File: src/rtl/stk_pipe_wrbk.sv
// -----------------------------------------------------------------------------
// stk_pipe_wrbk
// Writeback stage of the stack pipeline. It takes WRBK microcode from the MEM
// stage, holds it for one cycle in a stage register, and then commits the
// head/tail pointer updates into a per-engine context table. Each committed op
// pushes a completion response into a small skid FIFO that is drained over a
// valid/ready handshake. A combinational read port returns the context of one
// engine and forwards any pending stage update, so the lookup stage never sees
// stale data.
//
// Ports
//   clk, rst_n                  clock; synchronous active-low reset
//   i_wrbk_uc_vld               microcode valid from MEM stage
//   i_wrbk_uc_engid             target engine of the microcode
//   i_wrbk_uc_head_vld/_ptr     head pointer update (enable / value)
//   i_wrbk_uc_tail_vld/_ptr     tail pointer update (enable / value)
//   o_wrbk_stall                upstream must hold the microcode while high
//   i_rd_engid                  context read address (lookup stage)
//   o_rd_empty/_head_ptr/_tail_ptr  context of i_rd_engid, bypassed
//   o_rsp_vld, i_rsp_rdy        response handshake
//   o_rsp_engid/_head_ptr/_empty    response payload (post-update values)
// -----------------------------------------------------------------------------
module stk_pipe_wrbk #(
    parameter int ENGS_N = 4,
    parameter int PTR_W  = 8,
    parameter int SKID_N = 2
) (
    input  logic                                   clk,
    input  logic                                   rst_n,
    input  logic                                   i_wrbk_uc_vld,
    input  logic [((ENGS_N > 1) ? $clog2(ENGS_N) : 1)-1:0] i_wrbk_uc_engid,
    input  logic                                   i_wrbk_uc_head_vld,
    input  logic [PTR_W-1:0]                       i_wrbk_uc_head_ptr,
    input  logic                                   i_wrbk_uc_tail_vld,
    input  logic [PTR_W-1:0]                       i_wrbk_uc_tail_ptr,
    output logic                                   o_wrbk_stall,
    input  logic [((ENGS_N > 1) ? $clog2(ENGS_N) : 1)-1:0] i_rd_engid,
    output logic                                   o_rd_empty,
    output logic [PTR_W-1:0]                       o_rd_head_ptr,
    output logic [PTR_W-1:0]                       o_rd_tail_ptr,
    output logic                                   o_rsp_vld,
    input  logic                                   i_rsp_rdy,
    output logic [((ENGS_N > 1) ? $clog2(ENGS_N) : 1)-1:0] o_rsp_engid,
    output logic [PTR_W-1:0]                       o_rsp_head_ptr,
    output logic                                   o_rsp_empty
);

    localparam int ENG_W = (ENGS_N > 1) ? $clog2(ENGS_N) : 1;
    localparam int SKP_W = (SKID_N > 1) ? $clog2(SKID_N) : 1;
    localparam int CNT_W = $clog2(SKID_N + 1);
    localparam logic [PTR_W-1:0] NULL_PTR = '1;

    // Context table
    logic             r_empty [ENGS_N];
    logic [PTR_W-1:0] r_head  [ENGS_N];
    logic [PTR_W-1:0] r_tail  [ENGS_N];

    // Stage register
    logic             r_stg_vld;
    logic [ENG_W-1:0] r_stg_engid;
    logic             r_stg_head_vld;
    logic [PTR_W-1:0] r_stg_head_ptr;
    logic             r_stg_tail_vld;
    logic [PTR_W-1:0] r_stg_tail_ptr;

    // Response FIFO
    logic [ENG_W-1:0] r_fifo_eng   [SKID_N];
    logic [PTR_W-1:0] r_fifo_head  [SKID_N];
    logic             r_fifo_empty [SKID_N];
    logic [SKP_W-1:0] r_wr_ptr;
    logic [SKP_W-1:0] r_rd_ptr;
    logic [CNT_W-1:0] r_count;

    logic             w_accept;
    logic             w_push;
    logic             w_pop;
    logic [CNT_W:0]   w_occ;
    logic [PTR_W-1:0] w_new_head;
    logic             w_new_empty;

    function automatic logic [SKP_W-1:0] ptrInc(input logic [SKP_W-1:0] p);
        return (p == SKP_W'(SKID_N - 1)) ? '0 : p + 1'b1;
    endfunction

    // The stage op counts as occupancy because it will push on the next edge
    // regardless of what the consumer does; this is what makes overflow impossible.
    assign w_occ        = {1'b0, r_count} + {{CNT_W{1'b0}}, r_stg_vld};
    assign o_wrbk_stall = (w_occ >= (CNT_W + 1)'(SKID_N));
    assign w_accept     = i_wrbk_uc_vld & ~o_wrbk_stall;
    assign w_push       = r_stg_vld;
    assign o_rsp_vld    = (r_count != '0);
    assign w_pop        = o_rsp_vld & i_rsp_rdy;

    // A head update defines the new empty flag; without one the entry keeps its old values.
    assign w_new_head  = r_stg_head_vld ? r_stg_head_ptr : r_head[r_stg_engid];
    assign w_new_empty = r_stg_head_vld ? (r_stg_head_ptr == NULL_PTR) : r_empty[r_stg_engid];

    assign o_rsp_engid    = r_fifo_eng[r_rd_ptr];
    assign o_rsp_head_ptr = r_fifo_head[r_rd_ptr];
    assign o_rsp_empty    = r_fifo_empty[r_rd_ptr];

    always_ff @(posedge clk) begin
        if (!rst_n) begin
            r_stg_vld      <= 1'b0;
            r_stg_engid    <= '0;
            r_stg_head_vld <= 1'b0;
            r_stg_head_ptr <= '0;
            r_stg_tail_vld <= 1'b0;
            r_stg_tail_ptr <= '0;
        end else begin
            r_stg_vld <= w_accept;
            if (w_accept) begin
                r_stg_engid    <= i_wrbk_uc_engid;
                r_stg_head_vld <= i_wrbk_uc_head_vld;
                r_stg_head_ptr <= i_wrbk_uc_head_ptr;
                r_stg_tail_vld <= i_wrbk_uc_tail_vld;
                r_stg_tail_ptr <= i_wrbk_uc_tail_ptr;
            end
        end
    end

    always_ff @(posedge clk) begin
        if (!rst_n) begin
            for (int e = 0; e < ENGS_N; e++) begin
                r_empty[e] <= 1'b1;
                r_head[e]  <= '0;
                r_tail[e]  <= '0;
            end
        end else if (r_stg_vld) begin
            if (r_stg_head_vld) begin
                r_head[r_stg_engid]  <= r_stg_head_ptr;
                r_empty[r_stg_engid] <= (r_stg_head_ptr == NULL_PTR);
            end
            if (r_stg_tail_vld) begin
                r_tail[r_stg_engid] <= r_stg_tail_ptr;
            end
        end
    end

    always_ff @(posedge clk) begin
        if (!rst_n) begin
            r_wr_ptr <= '0;
            r_rd_ptr <= '0;
            r_count  <= '0;
        end else begin
            if (w_push) r_wr_ptr <= ptrInc(r_wr_ptr);
            if (w_pop)  r_rd_ptr <= ptrInc(r_rd_ptr);
            case ({w_push, w_pop})
                2'b10:   r_count <= r_count + 1'b1;
                2'b01:   r_count <= r_count - 1'b1;
                default: r_count <= r_count;
            endcase
        end
    end

    // Payload storage needs no reset: it is only observed while the count is non-zero.
    always_ff @(posedge clk) begin
        if (w_push) begin
            r_fifo_eng[r_wr_ptr]   <= r_stg_engid;
            r_fifo_head[r_wr_ptr]  <= w_new_head;
            r_fifo_empty[r_wr_ptr] <= w_new_empty;
        end
    end

    // Pending stage fields win over the table, each under its own enable.
    always_comb begin
        o_rd_empty    = r_empty[i_rd_engid];
        o_rd_head_ptr = r_head[i_rd_engid];
        o_rd_tail_ptr = r_tail[i_rd_engid];
        if (r_stg_vld && (r_stg_engid == i_rd_engid)) begin
            if (r_stg_head_vld) begin
                o_rd_head_ptr = r_stg_head_ptr;
                o_rd_empty    = (r_stg_head_ptr == NULL_PTR);
            end
            if (r_stg_tail_vld) begin
                o_rd_tail_ptr = r_stg_tail_ptr;
            end
        end
    end

    a_no_overflow: assert property (@(posedge clk) disable iff (!rst_n)
        !(w_push && (r_count == CNT_W'(SKID_N))));

endmodule
File: config.mk
export PLATFORM = sky130hd
export DESIGN_NAME = stk_pipe_wrbk
export DESIGN_NICKNAME = d
export VERILOG_FILES = /design/src/rtl/stk_pipe_wrbk.sv
export SDC_FILE = /design/constraint.sdc
export NUM_CORES = 1
export LEC_CHECK = 0
export ABC_AREA = 1
export CAP_MARGIN = 20
export CELL_PAD_IN_SITES_DETAIL_PLACEMENT = 0
export CELL_PAD_IN_SITES_GLOBAL_PLACEMENT = 1
export CORE_ASPECT_RATIO = 1.1
export CORE_MARGIN = 8
export CORE_UTILIZATION = 40
export CTS_CLUSTER_DIAMETER = 100
export DETAILED_ROUTE_END_ITERATION = 7
export HOLD_SLACK_MARGIN = 0.06
export PLACE_DENSITY_LB_ADDON = 0.1
export SLEW_MARGIN = 10
export SYNTH_ARGS = -nofsm -noshare
export SYNTH_HDL_FRONTEND = slang
export SYNTH_SLANG_ARGS = --single-unit
File: constraint.sdc
create_clock -name clk -period 1.87 [get_ports clk]
set_clock_uncertainty 0.05 [all_clocks]
set_input_delay 0.374 -clock clk [delete_from_list [all_inputs] [get_ports clk]]
set_output_delay 0.374 -clock clk [all_outputs]
set_load 0.02 [all_outputs]
==> results of run 1 <==
==> worst register-to-register path, stage by stage (launching register included) <==
cell and delay, ns:
dfxtp_1 0.31, inv_1 0.54, o21ai_0 0.30, nand3_1 0.14, nand2_1 0.08
==> synth_stat cells (4+ instances only) <==
library cell,n,share of area (%)
a21oi_1,28,2.5
buf_2,12,1.1
buf_4,7,0.93
buf_6,4,0.79
clkbuf_1,9,0.60
dfxtp_1,28,9.9
edfxtp_1,90,48
inv_1,47,3.1
inv_2,5,0.33
mux2_2,11,2.2
nand2_1,128,8.5
nand2_2,5,0.55
nand3_1,20,1.8
nand4_1,18,2.0
nor2_1,127,8.4
o21ai_0,63,5.6
==> metrics by stage <==
stage	instances	area (µm²)	hold slack [ns]	worst slack, ns
floorplan	625	5680	0.398	0.120
global placement	889	6850	0.432	-1.01
detailed placement	889	6850	0.444	-0.999
CTS	935	7580	0.459	-0.144
global route	937	7620	0.510	-0.223
finish	937	7620	0.453	-0.159
==> state kept, by name, indices dropped and copies added (netlist names), 4 cells and up, named ones only <==
signal          cells
r_stg_head_ptr      8
r_empty             4
r_fifo_head        16
r_tail             32
r_stg_tail_ptr      8
r_fifo_eng          4
r_head             32
==> routing by layer <==
| layer | vias up | wire (µm) | share of wire [%] |
|---|---|---|---|
| li1 | 2308 | - | - |
| met3 | 30 | 619 | 4.0 |
| met2 | 108 | 8470 | 54 |
| met5 | - | 0 | 0 |
| met4 | 0 | 410 | 2.6 |
| met1 | 2197 | 6070 | 39 |
==> worst paths after layout <==
check / slack [ns] / cells past startpoint / to
hold reg to reg: 0.45 / 2 / r_count[1]
setup / recovery: -0.16 / 9 / o_rd_tail_ptr[5]
setup reg to reg: 0.19 / 4 / r_fifo_head[1][5]
hold / removal: 0.45 / 2 / r_count[1]
==> cells in the final DEF (no fill, tap or decap), types with 10 or more instances in the layout <==
| cell | count |
|---|---|
| nor2_1 | 127 |
| nand2_1 | 117 |
| edfxtp_1 | 90 |
| o21ai_0 | 59 |
| buf_4 | 50 |
| inv_1 | 47 |
| a21oi_1 | 28 |
| dfxtp_1 | 24 |
| clkdlybuf4s50_1 | 23 |
| nand3_1 | 20 |
| buf_2 | 19 |
| nand4_1 | 18 |
| clkbuf_16 | 17 |
| buf_12 | 16 |
| nand2_2 | 13 |
| mux2_2 | 11 |
| buf_6 | 10 |
==> kinds of logic (layout without fill, tap and decap cells) <==
logic type      count (synthesis)  after routing
mux                            11             11
simple gates                  309            310
flops                         118            118
xor+xnor                        3              3
compound gates                 97             97
buf+inv                        86            209
fa+ha+maj                       1              1
==> power by group <==
| group | total, mW | internal [mW] | switching (mW) |
|---|---|---|---|
| clock network | 3.28 | 2.12 | 1.16 |
| logic | 1.52 | 0.627 | 0.891 |
| registers | 3.11 | 3.02 | 0.0893 |
| total | 7.90 | 5.77 | 2.14 |
==> area by class of cell <==
| cell class | instances | area (µm²) |
|---|---|---|
| clock buffer | 19 | 443 |
| clock inverter | 13 | 155 |
| fill | 1307 | 6230 |
| inverter | 53 | 204 |
| multi-input combinational | 422 | 2070 |
| sequential | 118 | 3270 |
| tap | 188 | 235 |
| timing repair buffer | 124 | 1250 |
==> timing repair <==
item,4_1_cts,5_1_grt
gates resized for setup,158,12
setup buffers,10,2
hold endpoints to repair,0,0
cloned,4,0
endpoints found under the setup margin,30,23
pin swaps,6,2
hold buffers,0,0
==> impl_metrics.csv, run 1 <==
group,metric,value,unit
worst_setup_path,critical_path_class,"register to output port",
grt,grt-ovfl-total,0,
synthesis,ys_ff_latch,118,
sta,drv_slew,0,
cells_and_area,antenna_cells,0,
synthesis,synth-xor-area-share,0.794,%
job,cap_violations,0,
synthesis,syn_avg_cell_area,9.08,µm²
worst_setup_path,critPathTopFamily,"simple AND/OR/NAND/NOR gates",
status,violations,"setup timing",
synthesis,synthCells,625,
worst_setup_path,crit_fanout,8,
grt,grt_pass1_wl,24700,µm
worst_setup_path,cp.required,1.45,ns
synthesis,yosysWarnings,0,
detailed_routing,via_per_inst,4.96,
detailed_routing,wl_per_cell,16.6,µm
synthesis,synth_top_family_by_area,"simple AND/OR/NAND/NOR gates",
worst_setup_path,cp-start-kind,"register",
sta,slew_headroom,50.8,%
sta,final-setup-viol-count,17,
sta,period_share,109,%
sta,fin_tns_setup,-2.35,ns
worst_setup_path,arrival,1.61,ns
cells_and_area,finish.utilization,55.0,%
worst_setup_path,crit_path_end_kind,"output port",
synthesis,synth_ff_type,"edfxtp_1",
detailed_routing,drt_iter0_drc,242,
grt,grt_pass1_vias,4804,
detailed_routing,num_vias,4643,
detailed_routing,drc,0,
power,p_per_area,1040,nW/µm²
grt,grt_use_met3,4.60,%
synthesis,synth_cell_types,32,
clock_network,clock_sinks,118,
floorplanning,dieArea,18300,µm²
status,status,"finished, violations left",
grt,track_usage,18.0,%
clock_network,cts_buffers,17,
synthesis,synth_compound_area_share,8.71,%
sta,fin_crit,2.03,ns
clock_network,cts.clk_slew.worst_paths,0.05,ns
synthesis,synth_seq_area_share,57.5,%
sta,clock.fmax,493,MHz
cells_and_area,num-nets-final,763,
cells_and_area,drive_gt1_share,23.9,%
sta,setup_ws,-0.159,ns
clock_network,cts_tree,"done",
placement,port_buffers,55,
detailed_routing,postRouteAntennaNets,0,
worst_setup_path,slowest_stage,"dfxtp_4",
grt,grt_max_degree,42,
min_path,hp-start,"r_count[1]",
clock_network,worstSkewPairLatency,0.41,ns
synthesis,async_flop_share,0,%
worst_setup_path,cp-startpoint,"r_stg_engid[0]",
sta,worst_slew_pin_slew,0.737,ns
clock_network,cts_max_level,4,
floorplanning,pin_count,56,
clock_network,cts.path.max_buffers,2,
synthesis,muxShareOfSynthArea,2.18,%
power,p_leak,3.14,nW
sta,rsz0062_at_grt,"yes",
floorplanning,die_h,141,µm
synthesis,yosys.area_share.simple,23.6,%
grt,gr-usage-met1,18.8,%
sta,hold_violations,0,
grt,antenna_found_initial,0,
worst_setup_path,max_stage_delay,0.38,ns
synthesis,synth-edff-count,90,
grt,use_met2,32.8,%
synthesis,synth_fa_ha_area_share,0.220,%
cells_and_area,syn_to_final_growth,34.3,%
worst_setup_path,crit_buf_inv,4,
synthesis,synth_fp_nets,652,
placement,dp.final_hpwl,11100,µm
grt,grt_busiest_layer,"met2",
floorplanning,core_area,13900,µm²
detailed_routing,dr.pass1.iters,5,
placement,gp_congestion,0.858,
floorplanning,fp-row-count,45,
clock_network,cts_root_buf,"clkbuf_16",
floorplanning,die_w,130,µm
synthesis,syn_area,5680,µm²
power,finalPower,7.90,mW
power,peakVddDrop,521,µV
detailed_routing,wl,15600,µm
floorplanning,initial_core_util,41.0,%
min_path,hp-class,"register to register",
worst_setup_path,crit_chain,"inv_4, nand2_4, inv_4, nor2_8, buf_6, nand3_4, nand2_1, nand2_1, buf_4",
Note: power is estimated with default switching activity, not from simulation.
==> run 2, diff against run 1 <==
Settings changed: CORE_UTILIZATION 40 to 41, CTS_BUF_LIST set to sky130_fd_sc_hd__clkbuf_8.
==> run 2 against run 1 <==
Net effect:
- the run still ends with setup timing left
- sequential share of layout area increased by 0.19 points
- non-clock buffer count grew 8
- core utilization grew 0.46 points
- routed wire length increased by 3.8%
- final cell count grew 0.85%
- clock power fell by 20%
- power fell by 6.9%
- via count rose by 2.6%
==> impl_metrics.csv, run 2 (synthesis results as in run 1) <==
group,metric,value,unit
status,status,"finished, violations left",
status,violations,"setup timing",
clock_network,cts_tree,"done",
floorplanning,fp-row-count,45,
floorplanning,die_h,139,µm
cells_and_area,final_common_cell,"nor2_1",
detailed_routing,wl_per_cell,17.1,µm
placement,port_buffers,55,
sta,fin_tns_setup,-3.26,ns
floorplanning,dieArea,17900,µm²
clock_network,clock_sinks,118,
worst_setup_path,crit_fanout,9,
cells_and_area,multiInputGateArea,2110,µm²
floorplanning,core_area,13700,µm²
cells_and_area,layout_common_cells,"127 x nor2_1, 116 x nand2_1, 90 x edfxtp_1",
detailed_routing,highest_layer,"met4",
worst_setup_path,arrival,1.66,ns
clock_network,hold_buffers,0,
clock_network,cts_buffers,17,
sta,hold_violations,0,
cells_and_area,final_cells,945,
sta,rsz0062_at_grt,"yes",
power,peakVddDrop,462,µV
clock_network,worstSkewPairLatency,0.44,ns
detailed_routing,drc,0,
cells_and_area,area.sequential,3270,µm²
sta,period_share,111,%
detailed_routing,dr.pass1.iters,6,
grt,grt_max_degree,25,
grt,grt-ovfl-total,0,
placement,dp.final_hpwl,11500,µm
cells_and_area,top_regs,"r_head x32, r_tail x32, r_fifo_head x16",
placement,gp_congestion,0.872,
sta,fin_crit,2.08,ns
detailed_routing,drt_iter0_drc,408,
detailed_routing,num_vias,4765,
min_path,hp-start,"r_rd_ptr",
sta,slew_headroom,54.1,%
sta,holdWs,0.453,ns
cells_and_area,syn_to_final_growth,33.8,%
cells_and_area,num-nets-final,771,
floorplanning,die_w,128,µm
power,p_per_area,970,nW/µm²
grt,grt_pass1_vias,4679,
cells_and_area,drive_gt1_share,24.0,%
sta,drv_slew,0,
clock_network,cts_max_level,4,
cells_and_area,design_area,7590,µm²
sta,setup_ws,-0.211,ns
worst_setup_path,cp-startpoint,"r_stg_engid[0]",
clock_network,cts.path.max_buffers,2,
detailed_routing,route.met2.wl,8020,µm
worst_setup_path,critical_path_class,"register to output port",
grt,track_usage,18.4,%
power,p_leak,3.14,nW
job,cap_violations,0,
grt,antenna_found_initial,0,
detailed_routing,route.met3.wl,1020,µm
detailed_routing,via_per_inst,5.04,
placement,dpl_cell_area,6880,µm²
min_path,hp-class,"register to register",
floorplanning,pin_count,56,
floorplanning,initial_core_util,41.5,%
sta,final-setup-viol-count,17,
grt,grt_pass1_wl,25000,µm
clock_network,cts.clk_slew.worst_paths,0.07,ns
clock_network,cts_root_buf,"clkbuf_8",
placement,place_ws,-1.04,ns
placement,dpl.cell_count,897,
worst_setup_path,crit_path_end_kind,"output port",
cells_and_area,nFillCells,1234,
sta,worst_slew_pin_slew,0.687,ns
worst_setup_path,cp-start-kind,"register",
detailed_routing,wl,16200,µm
worst_setup_path,r2r-start,"r_stg_tail_vld",
sta,clock.fmax,480,MHz
cells_and_area,antenna_cells,0,
detailed_routing,postRouteAntennaNets,0,
worst_setup_path,cp.required,1.45,ns
detailed_routing,wl_met1,6690,µm
run 2: changes by cell type in the layout (fill, tap and decap cells not counted), moves of 5 or more:
| cell | delta |
|---|---|
| buf_2 | -13 |
| buf_4 | +10 |
| buf_6 | +13 |
| clkbuf_16 | -16 |
| clkbuf_8 | +16 |
| clkinv_2 | -5 |
| mux2_2 | -11 |
| mux2_4 | +11 |
| o21ai_0 | -5 |
| o21ai_1 | +5 |
run 2: timing repair:
action / 4_1_cts / 5_1_grt
cloned: 3 / 2
buffers inserted: 8 / 3
pin swaps: 4 / 6
setup endpoints to repair: 30 / 37
gates resized for setup: 150 / 59
endpoints found under the hold margin: 0 / 0
run 2: area by class of cell:
cell class	instances	share of cell area, %
Clock buffer	17	3.08
Clock inverter	15	2.77
Inverter	53	2.62
Multi-Input combinational cell	422	27.8
Sequential cell	118	43.1
Tap cell	188	3.10
Timing Repair Buffer	132	17.6
run 2: power by group:
part / internal [mW] / total (mW) / switching [mW]
sequential: 3.02 / 3.11 / 0.0985
combinational: 0.712 / 1.64 / 0.927
clock: 1.57 / 2.61 / 1.04
run 2: critical path, stage by stage, from the launching register on:
cell and delay, ns:
dfxtp_4 0.37, inv_2 0.04, nand2_2 0.06, inv_2 0.06, nor2_8 0.11, buf_12 0.14, nand3_4 0.12, nand2_2 0.08
nand2_1 0.06, buf_2 0.16
run 2: worst paths after layout:
kind	endpoint	slack, ns	cells after the start
hold reg to reg	register	0.45	2
setup reg to reg	r_tail[2][1]	0.22	5
setup / recovery	o_rd_empty	-0.21	9
hold / removal	register	0.45	2
run 2: stage by stage:
stage               power (mW)  util (%)
global placement          4.61      50.3
floorplan                 3.95         -
global route              7.65      55.5
detailed placement        4.63      50.3
CTS                       7.25      53.8
finish                    7.36      55.5
run 2: per-layer routing:
metal	up-vias	GRT usage, %
met5	-	0
met4	0	8.83
met1	2245	21.7
li1	2320	-
met2	166	30.2
met3	34	5.08
==> run 3, diff against run 2 <==
--- a/constraint.sdc
+++ b/constraint.sdc
@@ -3,3 +3,3 @@
 set_input_delay 0.374 -clock clk [delete_from_list [all_inputs] [get_ports clk]]
 set_output_delay 0.374 -clock clk [all_outputs]
-set_load 0.02 [all_outputs]
+set_load 0.01 [all_outputs]
==> run 3 against run 2 <==
Net effect:
- the run still ends with setup timing left
- final cell count grew 0.74%
- maximum frequency decreased by 3.8%
- critical path type unchanged
- sequential cell count unchanged
- largest cell class unchanged
- routed wire length is 0.33% lower
- clock power fell by 2%
- die area is the same
==> impl_metrics.csv, run 3 (synthesis results as in run 1) <==
group,metric,value,unit
placement,gp_congestion,0.837,
floorplanning,initial_core_util,41.5,%
placement,port_buffers,55,
clock_network,cts_root_buf,"clkbuf_8",
power,p_leak,3.20,nW
worst_setup_path,rr_worst_depth,6,
floorplanning,pin_count,56,
worst_setup_path,cp-startpoint,"r_stg_engid[0]",
sta,rsz0062_at_grt,"yes",
status,status,"finished, violations left",
clock_network,hold_buffers,0,
clock_network,cts_tree,"done",
cells_and_area,layout_common_cells,"127 x nor2_1, 111 x nand2_1, 90 x edfxtp_1",
detailed_routing,route.met3.wl,864,µm
detailed_routing,num_vias,4722,
grt,grt-ovfl-total,0,
cells_and_area,num-nets-final,778,
grt,grt_pass1_vias,4824,
worst_setup_path,rrSetupSlack,0.14,ns
grt,antenna_found_initial,0,
clock_network,worstSkewPairLatency,0.45,ns
power,p_per_area,938,nW/µm²
clock_network,cts.path.max_buffers,2,
sta,slew_headroom,52.1,%
cells_and_area,drive_gt1_share,25.9,%
detailed_routing,wl_met1,6700,µm
worst_setup_path,cp-start-kind,"register",
detailed_routing,route.met2.wl,8150,µm
floorplanning,dieArea,17900,µm²
worst_setup_path,r2r-start,"r_stg_tail_vld",
placement,dp.final_hpwl,11200,µm
detailed_routing,postRouteAntennaNets,0,
worst_setup_path,worstSetupEndpoint,"o_rd_tail_ptr[5]",
status,violations,"setup timing",
sta,fin_crit,2.16,ns
power,finalPower,7.27,mW
worst_setup_path,crit_path_end_kind,"output port",
sta,setup_ws,-0.294,ns
clock_network,cts.clk_slew.worst_paths,0.07,ns
cells_and_area,syn_to_final_growth,36.5,%
sta,hold_violations,0,
sta,final-setup-viol-count,23,
floorplanning,die_w,128,µm
floorplanning,fp-row-count,45,
sta,period_share,116,%
detailed_routing,wl,16100,µm
detailed_routing,drt_iter0_drc,342,
floorplanning,core_area,13700,µm²
cells_and_area,top_regs,"r_head x32, r_tail x32, r_fifo_head x16",
clock_network,cts_buffers,17,
detailed_routing,wl_per_cell,16.9,µm
clock_network,cts_max_level,4,
sta,worst_slew_pin_slew,0.717,ns
cells_and_area,antenna_cells,0,
power,peakVddDrop,469,µV
clock_network,clock_sinks,118,
cells_and_area,finish.utilization,56.6,%
worst_setup_path,crit_fanout,8,
worst_setup_path,cp.required,1.45,ns
job,cap_violations,0,
worst_setup_path,critical_path_class,"register to output port",
detailed_routing,dr.pass1.iters,8,
placement,place_ws,-0.973,ns
detailed_routing,highest_layer,"met4",
grt,grt_pass1_wl,25300,µm
min_path,hp-class,"register to register",
sta,drv_slew,0,
cells_and_area,final_common_cell,"nor2_1",
sta,clock.fmax,462,MHz
detailed_routing,via_per_inst,4.96,
detailed_routing,drc,0,
worst_setup_path,timing.rr.end,"r_tail[0][7]",
worst_setup_path,arrival,1.74,ns
grt,grt_max_degree,42,
grt,track_usage,18.6,%
floorplanning,die_h,139,µm
-- run 3: cell types whose count changed in the layout (fill, tap and decap cells not counted), sizes merged --
cell | previous run | this run
bufinv | 5 | 4
nand3 | 25 | 24
clkbuf | 19 | 17
clkinv | 6 | 8
clkinvlp | 3 | 2
buf | 103 | 113
dlygate4sd2 | 2 | 3
bufbuf | 1 | 0
-- run 3: area by class of cell --
cell class | instances | area, µm²
clock buffers | 17 | 234
clock inverters | 15 | 201
fillers | 1251 | 5940
inverters | 53 | 199
multi-input cells | 421 | 2110
flip-flops and latches | 118 | 3270
well taps | 188 | 235
repair buffers | 140 | 1500
-- run 3: per-stage QoR --
step / hold slack [ns] / area [µm²] / setup TNS, ns / std cells
floorplan: 0.398 / 5680 / 0 / 625
global placement: 0.432 / 6950 / -18.93 / 898
detailed placement: 0.444 / 6950 / -19.30 / 898
CTS: 0.470 / 7660 / -4.46 / 951
global route: 0.494 / 7750 / -6.85 / 952
finish: 0.467 / 7750 / -4.69 / 952
-- run 3: worst min-delay path by stage --
stage / start / to / slack, ns / depth (start not counted)
3_5_place_dp: r_rd_ptr / r_rd_ptr / 0.44 / 2
5_1_grt: r_rd_ptr / register / 0.49 / 2
6_report: r_rd_ptr / register / 0.47 / 2
3_3_place_gp: r_count[1] / r_count[1] / 0.43 / 2
4_1_cts: r_rd_ptr / register / 0.47 / 2
2_1_floorplan: r_stg_engid[0] / r_fifo_eng[0][0] / 0.40 / 0
-- run 3: timing repair --
action | CTS | global route
endpoints found under the setup margin | 30 | 27
setup buffers | 19 | 1
pin swaps | 21 | 12
cloned | 2 | 0
resized for setup | 179 | 18
-- run 3: critical path, stage by stage (launching register included) --
cell     delay [ns]
dfxtp_2        0.36
inv_2          0.05
nand2_2        0.06
inv_2          0.06
nor2_8         0.19
buf_12         0.14
nand3_4        0.11
nand2_1        0.11
nand2_1        0.06
buf_2          0.14
-- run 3: power breakdown --
group          internal (mW)  switching, mW  leakage, nW
clock network           1.45           1.10        0.214
logic                  0.754          0.830         1.86
registers               3.02          0.116         1.13
total                   5.22           2.04         3.20
-- run 3: per-layer routing --
metal	vias to the layer above	GRT usage, %
met5	-	0
met4	0	8.02
met3	31	5.27
met2	118	31.6
met1	2240	21.4
li1	2333	-
